### config.mk
export PLATFORM = sky130hd
export DESIGN_NAME = vmem_arbiter_flat
export DESIGN_NICKNAME = d
export VERILOG_FILES = /design/src/rtl/vmem_pkg.sv /design/src/rtl/vmem_arbiter_if.sv /design/src/rtl/vmem_wr_fifo.sv /design/src/rtl/vmem_arbiter.sv /design/src/flat_wrapper.sv
export SDC_FILE = /design/constraint.sdc
export NUM_CORES = 1
export LEC_CHECK = 0
export CAP_MARGIN = 10
export CELL_PAD_IN_SITES_DETAIL_PLACEMENT = 1
export CELL_PAD_IN_SITES_GLOBAL_PLACEMENT = 1
export CORE_MARGIN = 8
export CORE_UTILIZATION = 32
export CTS_BUF_LIST = sky130_fd_sc_hd__clkbuf_8
export DETAILED_ROUTE_END_ITERATION = 12
export GPL_TIMING_DRIVEN = 0
export HOLD_SLACK_MARGIN = 0.08
export PLACE_DENSITY = 0.74
export SLEW_MARGIN = 20
export SYNTH_ARGS = -nofsm -noshare
export SYNTH_HDL_FRONTEND = slang
export SYNTH_SLANG_ARGS = --single-unit
### constraint.sdc
create_clock -name clk -period 3.7 [get_ports clk]
set_input_delay 0.74 -clock clk [delete_from_list [all_inputs] [get_ports clk]]
set_output_delay 0.74 -clock clk [all_outputs]
set_load 0.02 [all_outputs]
### src/rtl/vmem_pkg.sv
// Shared widths, FIFO entry layout and clear-FSM state encoding for the
// video-memory arbiter.
package vmem_pkg;
  localparam int ADDR_W = 19;
  localparam int PIX_W  = 24;
  localparam int H_W    = 10;
  localparam int V_W    = 9;

  typedef enum logic [0:0] {
    IDLE  = 1'b0,
    CLEAR = 1'b1
  } state_t;

  typedef struct packed {
    logic [ADDR_W-1:0] addr;
    logic [PIX_W-1:0]  data;
  } wr_entry_t;
endpackage

### src/rtl/vmem_arbiter_if.sv
// Pixel-write handshake channel into the arbiter: transfer when valid and ready.
interface vmem_arbiter_if;
  import vmem_pkg::*;

  logic              wr_valid;
  logic              wr_ready;
  logic [ADDR_W-1:0] wr_addr;
  logic [PIX_W-1:0]  wr_data;

  modport master (output wr_valid, wr_addr, wr_data, input wr_ready);
  modport slave  (input wr_valid, wr_addr, wr_data, output wr_ready);
endinterface

### src/rtl/vmem_wr_fifo.sv
// Synchronous pixel-write FIFO; pointers and level reset, storage does not.
module vmem_wr_fifo
  import vmem_pkg::*;
#(
  parameter int DEPTH = 4,
  localparam int LVL_W = $clog2(DEPTH) + 1
) (
  input  logic             clk,
  input  logic             resetn,
  input  logic             push,
  input  wr_entry_t        push_data,
  input  logic             pop,
  output wr_entry_t        pop_data,
  output logic [LVL_W-1:0] level,
  output logic             full,
  output logic             empty
);
  localparam int PTR_W = $clog2(DEPTH);

  wr_entry_t        store [DEPTH];
  logic [PTR_W-1:0] rd_ptr;
  logic [PTR_W-1:0] wr_ptr;
  logic             do_push;
  logic             do_pop;

  assign full    = (level == LVL_W'(DEPTH));
  assign empty   = (level == '0);
  assign do_push = push && !full;
  assign do_pop  = pop && !empty;

  always_ff @(posedge clk or negedge resetn) begin
    if (!resetn) begin
      rd_ptr <= '0;
      wr_ptr <= '0;
      level  <= '0;
    end else begin
      if (do_push) wr_ptr <= wr_ptr + PTR_W'(1);
      if (do_pop)  rd_ptr <= rd_ptr + PTR_W'(1);
      case ({do_push, do_pop})
        2'b10:   level <= level + LVL_W'(1);
        2'b01:   level <= level - LVL_W'(1);
        default: level <= level;
      endcase
    end
  end

  always_ff @(posedge clk) begin
    if (do_push) store[wr_ptr] <= push_data;
  end

  assign pop_data = store[rd_ptr];
endmodule

### src/rtl/vmem_arbiter.sv
// Single-port frame-buffer arbiter: display read beats screen clear beats
// buffered pixel writes, one memory access per cycle.
module vmem_arbiter
  import vmem_pkg::*;
#(
  parameter int FIFO_DEPTH = 4,
  parameter int H_PIX      = 640,
  parameter int V_PIX      = 480
) (
  input  logic                        clk,
  input  logic                        resetn,
  input  logic                        disp_en,
  input  logic [H_W-1:0]              disp_h_addr,
  input  logic [V_W-1:0]              disp_v_addr,
  output logic [PIX_W-1:0]            disp_data,
  output logic                        disp_data_valid,
  vmem_arbiter_if.slave               wr,
  input  logic                        clr_req,
  input  logic [PIX_W-1:0]            clr_color,
  output logic                        clr_busy,
  output logic [$clog2(FIFO_DEPTH):0] fifo_level,
  output logic [ADDR_W-1:0]           mem_addr,
  output logic                        mem_we,
  output logic [PIX_W-1:0]            mem_wdata,
  input  logic [PIX_W-1:0]            mem_rdata
);
  localparam logic [H_W-1:0] H_LAST = H_W'(H_PIX - 1);
  localparam logic [V_W-1:0] V_LAST = V_W'(V_PIX - 1);

  state_t           state;
  logic [H_W-1:0]   clr_h;
  logic [V_W-1:0]   clr_v;
  logic [PIX_W-1:0] clr_color_q;
  logic             disp_vld_p1;
  wr_entry_t        push_entry;
  wr_entry_t        fifo_head;
  logic             fifo_full;
  logic             fifo_empty;
  logic             fifo_pop;
  logic             clr_wr;

  assign push_entry = '{addr: wr.wr_addr, data: wr.wr_data};
  assign wr.wr_ready = !fifo_full;
  assign clr_wr     = (state == CLEAR) && !disp_en;
  // Buffered writes stay parked for the whole clear so they land on top of it.
  assign fifo_pop   = (state == IDLE) && !disp_en && !fifo_empty;
  assign clr_busy   = (state == CLEAR);

  vmem_wr_fifo #(.DEPTH(FIFO_DEPTH)) u_wr_fifo (
    .clk       (clk),
    .resetn    (resetn),
    .push      (wr.wr_valid),
    .push_data (push_entry),
    .pop       (fifo_pop),
    .pop_data  (fifo_head),
    .level     (fifo_level),
    .full      (fifo_full),
    .empty     (fifo_empty)
  );

  always_comb begin
    mem_addr  = '0;
    mem_we    = 1'b0;
    mem_wdata = '0;
    if (disp_en) begin
      mem_addr = {disp_h_addr, disp_v_addr};
    end else if (clr_wr) begin
      mem_we    = 1'b1;
      mem_addr  = {clr_h, clr_v};
      mem_wdata = clr_color_q;
    end else if (fifo_pop) begin
      mem_we    = 1'b1;
      mem_addr  = fifo_head.addr;
      mem_wdata = fifo_head.data;
    end
  end

  // Clear sweep: column-major, v fastest; a display stall holds the position.
  always_ff @(posedge clk or negedge resetn) begin
    if (!resetn) begin
      state <= IDLE;
      clr_h <= '0;
      clr_v <= '0;
    end else begin
      case (state)
        IDLE: begin
          if (clr_req) begin
            state <= CLEAR;
            clr_h <= '0;
            clr_v <= '0;
          end
        end
        CLEAR: begin
          if (clr_wr) begin
            if (clr_v == V_LAST) begin
              clr_v <= '0;
              if (clr_h == H_LAST) begin
                state <= IDLE;
                clr_h <= '0;
              end else begin
                clr_h <= clr_h + H_W'(1);
              end
            end else begin
              clr_v <= clr_v + V_W'(1);
            end
          end
        end
        default: state <= IDLE;
      endcase
    end
  end

  always_ff @(posedge clk) begin
    if ((state == IDLE) && clr_req) clr_color_q <= clr_color;
  end

  // p1: display read data returns one cycle after the address was issued.
  always_ff @(posedge clk or negedge resetn) begin
    if (!resetn) disp_vld_p1 <= 1'b0;
    else         disp_vld_p1 <= disp_en;
  end

  assign disp_data_valid = disp_vld_p1;
  assign disp_data       = disp_vld_p1 ? mem_rdata : '0;
endmodule

### src/flat_wrapper.sv
// flat-port wrapper written by rule: the top's interface ports become plain ports
module vmem_arbiter_flat import vmem_pkg::*;
#(
  parameter int FIFO_DEPTH = 4,
  parameter int H_PIX      = 640,
  parameter int V_PIX      = 480
)
  (clk, resetn, disp_en, disp_h_addr, disp_v_addr, disp_data, disp_data_valid, clr_req, clr_color, clr_busy, fifo_level, mem_addr, mem_we, mem_wdata, mem_rdata, wr_wr_valid, wr_wr_addr, wr_wr_data, wr_wr_ready);
  vmem_arbiter_if wr_i ();
  input  logic clk;
  input  logic resetn;
  input  logic disp_en;
  input  logic [H_W-1:0] disp_h_addr;
  input  logic [V_W-1:0] disp_v_addr;
  output logic [PIX_W-1:0] disp_data;
  output logic disp_data_valid;
  input  logic clr_req;
  input  logic [PIX_W-1:0] clr_color;
  output logic clr_busy;
  output logic [$clog2(FIFO_DEPTH):0] fifo_level;
  output logic [ADDR_W-1:0] mem_addr;
  output logic mem_we;
  output logic [PIX_W-1:0] mem_wdata;
  input  logic [PIX_W-1:0] mem_rdata;
  input wire logic [$bits(wr_i.wr_valid)-1:0] wr_wr_valid;
  input wire logic [$bits(wr_i.wr_addr)-1:0] wr_wr_addr;
  input wire logic [$bits(wr_i.wr_data)-1:0] wr_wr_data;
  output wire logic [$bits(wr_i.wr_ready)-1:0] wr_wr_ready;
  assign wr_i.wr_valid = wr_wr_valid;
  assign wr_i.wr_addr = wr_wr_addr;
  assign wr_i.wr_data = wr_wr_data;
  assign wr_wr_ready = wr_i.wr_ready;
  vmem_arbiter #(.FIFO_DEPTH(FIFO_DEPTH), .H_PIX(H_PIX), .V_PIX(V_PIX)) u_core (.clk(clk), .resetn(resetn), .disp_en(disp_en), .disp_h_addr(disp_h_addr), .disp_v_addr(disp_v_addr), .disp_data(disp_data), .disp_data_valid(disp_data_valid), .wr(wr_i), .clr_req(clr_req), .clr_color(clr_color), .clr_busy(clr_busy), .fifo_level(fifo_level), .mem_addr(mem_addr), .mem_we(mem_we), .mem_wdata(mem_wdata), .mem_rdata(mem_rdata));
endmodule
# Yosys cells after proc, flatten, opt, wreduce, memory -nomap -nowiden
# Memory sizes are Yosys's and may differ from the RTL's.
# Cells that the tools add are included.
# totals
input_bits	115
latch_bits	0
register_bits	52
wordCells	64
mem_bits_ro	0
output_inout_bits	74
mem_bits_rw	172
memories	1
# op_classes
n_shift	0
order_cmp	0
n_addsub	6
mux	27
n_reduce_logical	13
n_eq_ne	8
div	0
n_mul	0
n_bitwise	1
# memory_table
memory	words	word_bits	rd	rd_clocked_by_memory_dff	write_ports	line	rtl
u_core.u_wr_fifo.store	4	43	1	0	1	vmem_wr_fifo.sv:20	wr_entry_t store [DEPTH];
# op_table
op	count
24-bit 2-to-1 mux	4
19-bit 2-to-1 mux	3
10-bit 2-to-1 mux	4
9-bit 2-to-1 mux	3
10-bit case mux with 2 select lines	1
9-bit case mux with 2 select lines	1
10-bit by 1-bit adder with 10-bit output (second input constant)	1
10-bit equality test (second input constant)	1
9-bit by 1-bit adder with 9-bit output (second input constant)	1
9-bit equality test (second input constant)	1
1-bit 2-to-1 mux	9
1-bit logical AND	6
2-bit != test (second input constant)	3
3-bit case mux with 2 select lines	1
2-bit by 1-bit adder with 2-bit output (second input constant)	2
3-bit by 1-bit adder with 3-bit output (second input constant)	1
3-bit equality test (second input constant)	1
1-bit zero test	3
3-bit zero test	1
3-bit AND reduction	1
3-bit by 1-bit subtractor with 3-bit output (second input constant)	1
2-bit by 1-bit equality test with 1-bit output (second input constant)	1
2-bit equality test (second input constant)	1
1-bit case mux with 2 select lines	1
3 further kinds	3

# Longest topological paths before layout
# depth
ltp_word	6
depth_mapped	10
mapped_depth_nobuf	10

# Cells and area by module
# A second synthesis with hierarchy kept.
# hier_totals
hier_cells	562
hier_area_um2	9444.1
# modules_own_cells
mod	seq_area_each_um2	instances	area_each_um2	cells_per_inst
vmem_wr_fifo	5340.1	1	6688.9	263
vmem_arbiter	1246.2	1	2755.1	299

# Least setup slack after synthesis
# No wires, ideal clock.
# synth_timing
path_kind	input -> output
start	input port disp_en
end	output port mem_wdata[10]
t_arrival_ns	1.839
n_path_buf	3
required_time_ns	2.960
slack_ns	1.121
stages	5
path_cell_list	buf_2 -> nor3_1 -> buf_2 -> buf_1 -> a22o_1
# synth_between
elab_chain_cells	6
elab_cells_between_ends	7
classes_between	mux (3); reduce/logical (4)
# synth_lines
element	line	rtl
start, declared	flat_wrapper.sv:12	input logic disp_en;
1-bit zero test	vmem_arbiter.sv:44, vmem_arbiter.sv:46	
1-bit logical AND (2 in series)	vmem_arbiter.sv:46	assign fifo_pop = (state == IDLE) && !disp_en && !fifo_empty;
24-bit 2-to-1 mux	vmem_arbiter.sv:71	end else if (fifo_pop) begin
24-bit 2-to-1 mux	vmem_arbiter.sv:67	end else if (clr_wr) begin
24-bit 2-to-1 mux (*)	vmem_arbiter.sv:65	if (disp_en) begin
end, declared	flat_wrapper.sv:23	output logic [PIX_W-1:0] mem_wdata;
# Mark *: on every way between the ends. The rest lies on a longest branch, timed or not.

# Worst setup path after layout
# layout_timing
start	input port disp_en
end	output port mem_addr[12]
# layout_between
elab_chain_cells	6
elab_cells_between_ends	7
classes_between	mux (3); reduce/logical (4)
# layout_lines
element	line	rtl
1-bit zero test	vmem_arbiter.sv:44, vmem_arbiter.sv:46	
1-bit logical AND (2 in series)	vmem_arbiter.sv:46	
19-bit 2-to-1 mux	vmem_arbiter.sv:71	
19-bit 2-to-1 mux	vmem_arbiter.sv:67	
19-bit 2-to-1 mux (*)	vmem_arbiter.sv:65	
end, declared	flat_wrapper.sv:21	output logic [ADDR_W-1:0] mem_addr;
# Marked as above.

==> impl_metrics.toml <==
[setup_path]
critPathLaunchType = "input pin"
required_ns = 2.96
worstPathMaxFanout = 10
worstPathArrival_ns = 2.89
setup.worst_path.start = "disp_en"
worst_setup_path_end_kind = "output pin"
critPathKind = "in -> out"
r2r-start = "u_core.clr_busy"

[clocking]
cts_buffers = 40
cts-root-buf = "clkbuf_8"
htree_levels = 2
worstSkewPairLatency_ns = 0.53
cts.sinks = 224
path_clk_slew_ns = 0.06
cts_tree = "built"
clockBufferDepth = 3

[synthesis]
synth_edf_count = 196
syn-cell-area_um2 = 9274
ys.flop_type = "edfxtp_1"
yosysSeqAreaShare = 0.7102
ys_warn_count = 0
synth-async-reset-ratio = 0.1250
synth.net_count = 645
synthCells = 522
synth_area_per_cell_um2 = 17.77
ys_types = 49
synth-seq-cells = 224

[outcome]
status = "finished, final reports clean"

[run]
maxCapViolations = 0

[global_routing]
first_global_vias = 6371
grt_antenna_before_repair = 2
overflow = 0
grt_max_degree = 44
grt_first_pass_wirelength_um = 37650
gr-usage-all-layers = 0.1423

[pwr]
pwr_density_cell_nw_per_um2 = 558.0
worst_ir_drop_vdd_mv = 0.2773
p_leak_nw = 4.522
total_power_mw = 6.960

[timing]
setup-violations-final = 0
timing_hold_violations_final = 0
finalCritPeriodShare = 0.9798
rsz0062_at_grt = "true"
relSlewSlack = 0.5108
finClkSkew_ns = 0.01933
period_needed_ns = 3.625
whs_ns = 0.2534
worst_pin_slew_ns = 0.7338
finalMaxSlewViolations = 0
fmax_mhz = 275.8

[final_layout]
antenna-diode-count = 0
nets = 877
drive_gt1_frac = 0.1635
utilization = 0.4357
finalNonFillerCells = 1167
area_growth_pct = 34.50

[placed_design]
hpwl_um = 16940
port_buffers = 188
gp_congestion = 0.7972
dp_cells = 1094

[floorplan]
boundaryPins = 189
initial_utilization = 0.3240
rows = 62
die_w_um = 186.2
die_y_um = 186.2
core_area_um2 = 28630
dieArea_um2 = 34680

[routing]
drc = 0
routedWlPerCell_um = 21.41
antenna_left = 0
dr_total_vias = 5737
dr.pass1.iters = 5
wl_um = 24980
drt-initial-drc-count = 360
via_per_inst = 4.916

[min_path]
hold_class = "in -> async"
state kept, by name (all words and copies together) (netlist names):
register	flops
u_core.clr_busy	1
u_core.clr_v	9
u_core.u_wr_fifo.store	172
u_core.u_wr_fifo.wr_ptr	2
u_core.clr_color_q	24
u_core.u_wr_fifo.rd_ptr	2
u_core.disp_data_valid	1
u_core.u_wr_fifo.level	3
u_core.clr_h	10
critical path, stage by stage:
cell and delay [ns]:
clkdlybuf4s50_1 0.47, buf_2 0.21, nor3_1 0.09, buf_4 0.20, clkbuf_4 0.20, a222oi_1 0.32, inv_1 0.09, clkdlybuf4s50_1 0.57
cells by family after synthesis:
family	synth area share
mux	0.1097
simple gates	0.06179
xor+xnor	0.009444
flops	0.7102
fa+ha+maj	0.01160
compound gates	0.06759
buf+inv	0.02968
cells in the mapped netlist, drive strengths merged (4+ instances only):
cell	n	area [um2]
a21oi	6	30.03
a222oi	19	190.2
a22o	24	210.2
a31oi	5	31.28
and2	27	168.9
and3	10	62.56
buf	20	132.6
clkbuf	12	45.04
dfrtp	28	700.7
edfxtp	196	5886
ha	7	87.58
inv	26	97.59
mux4	43	975.9
nand2	14	52.55
nand2b	12	82.58
nand3	8	40.04
nand4	5	31.28
nor2	8	30.03
o21ai	7	35.03
o31ai	4	30.03
xnor2	5	43.79
xor2	5	43.79
worst paths after layout:
path / slack [ns] / cells past startpoint / endpoint
setup / recovery: 0.07 / 8 / mem_addr[12]
hold / removal: 0.25 / 1 / u_core.clr_busy
setup reg to reg: 1.31 / 9 / u_core.u_wr_fifo.level[2]
hold reg to reg: 0.53 / 1 / u_core.u_wr_fifo.level[2]
max in group asynchronous: 2.99 / 1 / u_core.u_wr_fifo.level[2]
min in group clk: 0.53 / 1 / u_core.u_wr_fifo.level[2]
through the flow:
stage	setup TNS [ns]	worst slack [ns]	area, um2
after floorplan	0	1.121	9274
after global placement	-10.94	-0.4441	11640
after detailed placement	-10.44	-0.4414	11650
after CTS	0	0.01241	12420
after global routing	-0.05066	-0.04675	12470
final	0	0.07465	12470
per-layer routing:
metal	vias up	track usage	routed length, um
met1	2909	0.1742	10410
li1	2581	-	-
met5	-	0	30
met2	198	0.2426	12150
met3	45	0.03632	1863
met4	4	0.04732	533
report_power, final:
| group | leakage [nW] | total (mW) | switching, mW | internal (mW) |
|---|---|---|---|---|
| clock | 0.422 | 2.17 | 1.00 | 1.17 |
| sequential | 2.14 | 3.39 | 0.151 | 3.24 |
| combinational | 1.96 | 1.39 | 0.743 | 0.648 |
| total | 4.52 | 6.96 | 1.90 | 5.06 |
repair_timing:
action | CTS | global route
hold buffers | 0 | 0
gates resized for setup | 13 | 16
endpoints found under the hold margin | 0 | 0
endpoints found under the setup margin | 44 | 39
cloned | 0 | 0
buffers inserted | 0 | 2
pin swaps | 0 | 1
cells in the final DEF (no fill, tap or decap), drive strengths merged, types with 2 or more instances in the layout:
master	Yosys	routed
nand3	8	8
nor2b	2	2
a21oi	6	6
nand4	5	5
a32oi	2	2
and3	10	10
clkinv	0	15
a31oi	5	5
clkdlybuf4s50	0	178
o211ai	3	3
xor2	5	5
ha	7	7
edfxtp	196	196
nand2b	12	12
and4	2	2
buf	20	21
bufinv	0	2
mux2i	3	3
inv	26	37
nand3b	3	3
nor3	2	2
nor2	8	8
a22o	24	24
clkinvlp	0	2
o21ai	7	7
nand2	14	14
clkbuf	12	55
dlymetal6s2s	0	9
o31ai	4	4
dfrtp	28	28
and2	27	27
a222oi	19	19
xnor2	5	5
mux4	43	43
area by class of cell:
class	instances	area [um2]
buffer	32	214.0
clock buffer	41	564.3
clock inverter	30	181.4
fill	2841	16150
inverter	26	97.59
multi-input combinational	240	2435
sequential	224	6586
tap	384	480.5
timing repair buffer	190	1914
Note: power is estimated with default switching activity, not from simulation.
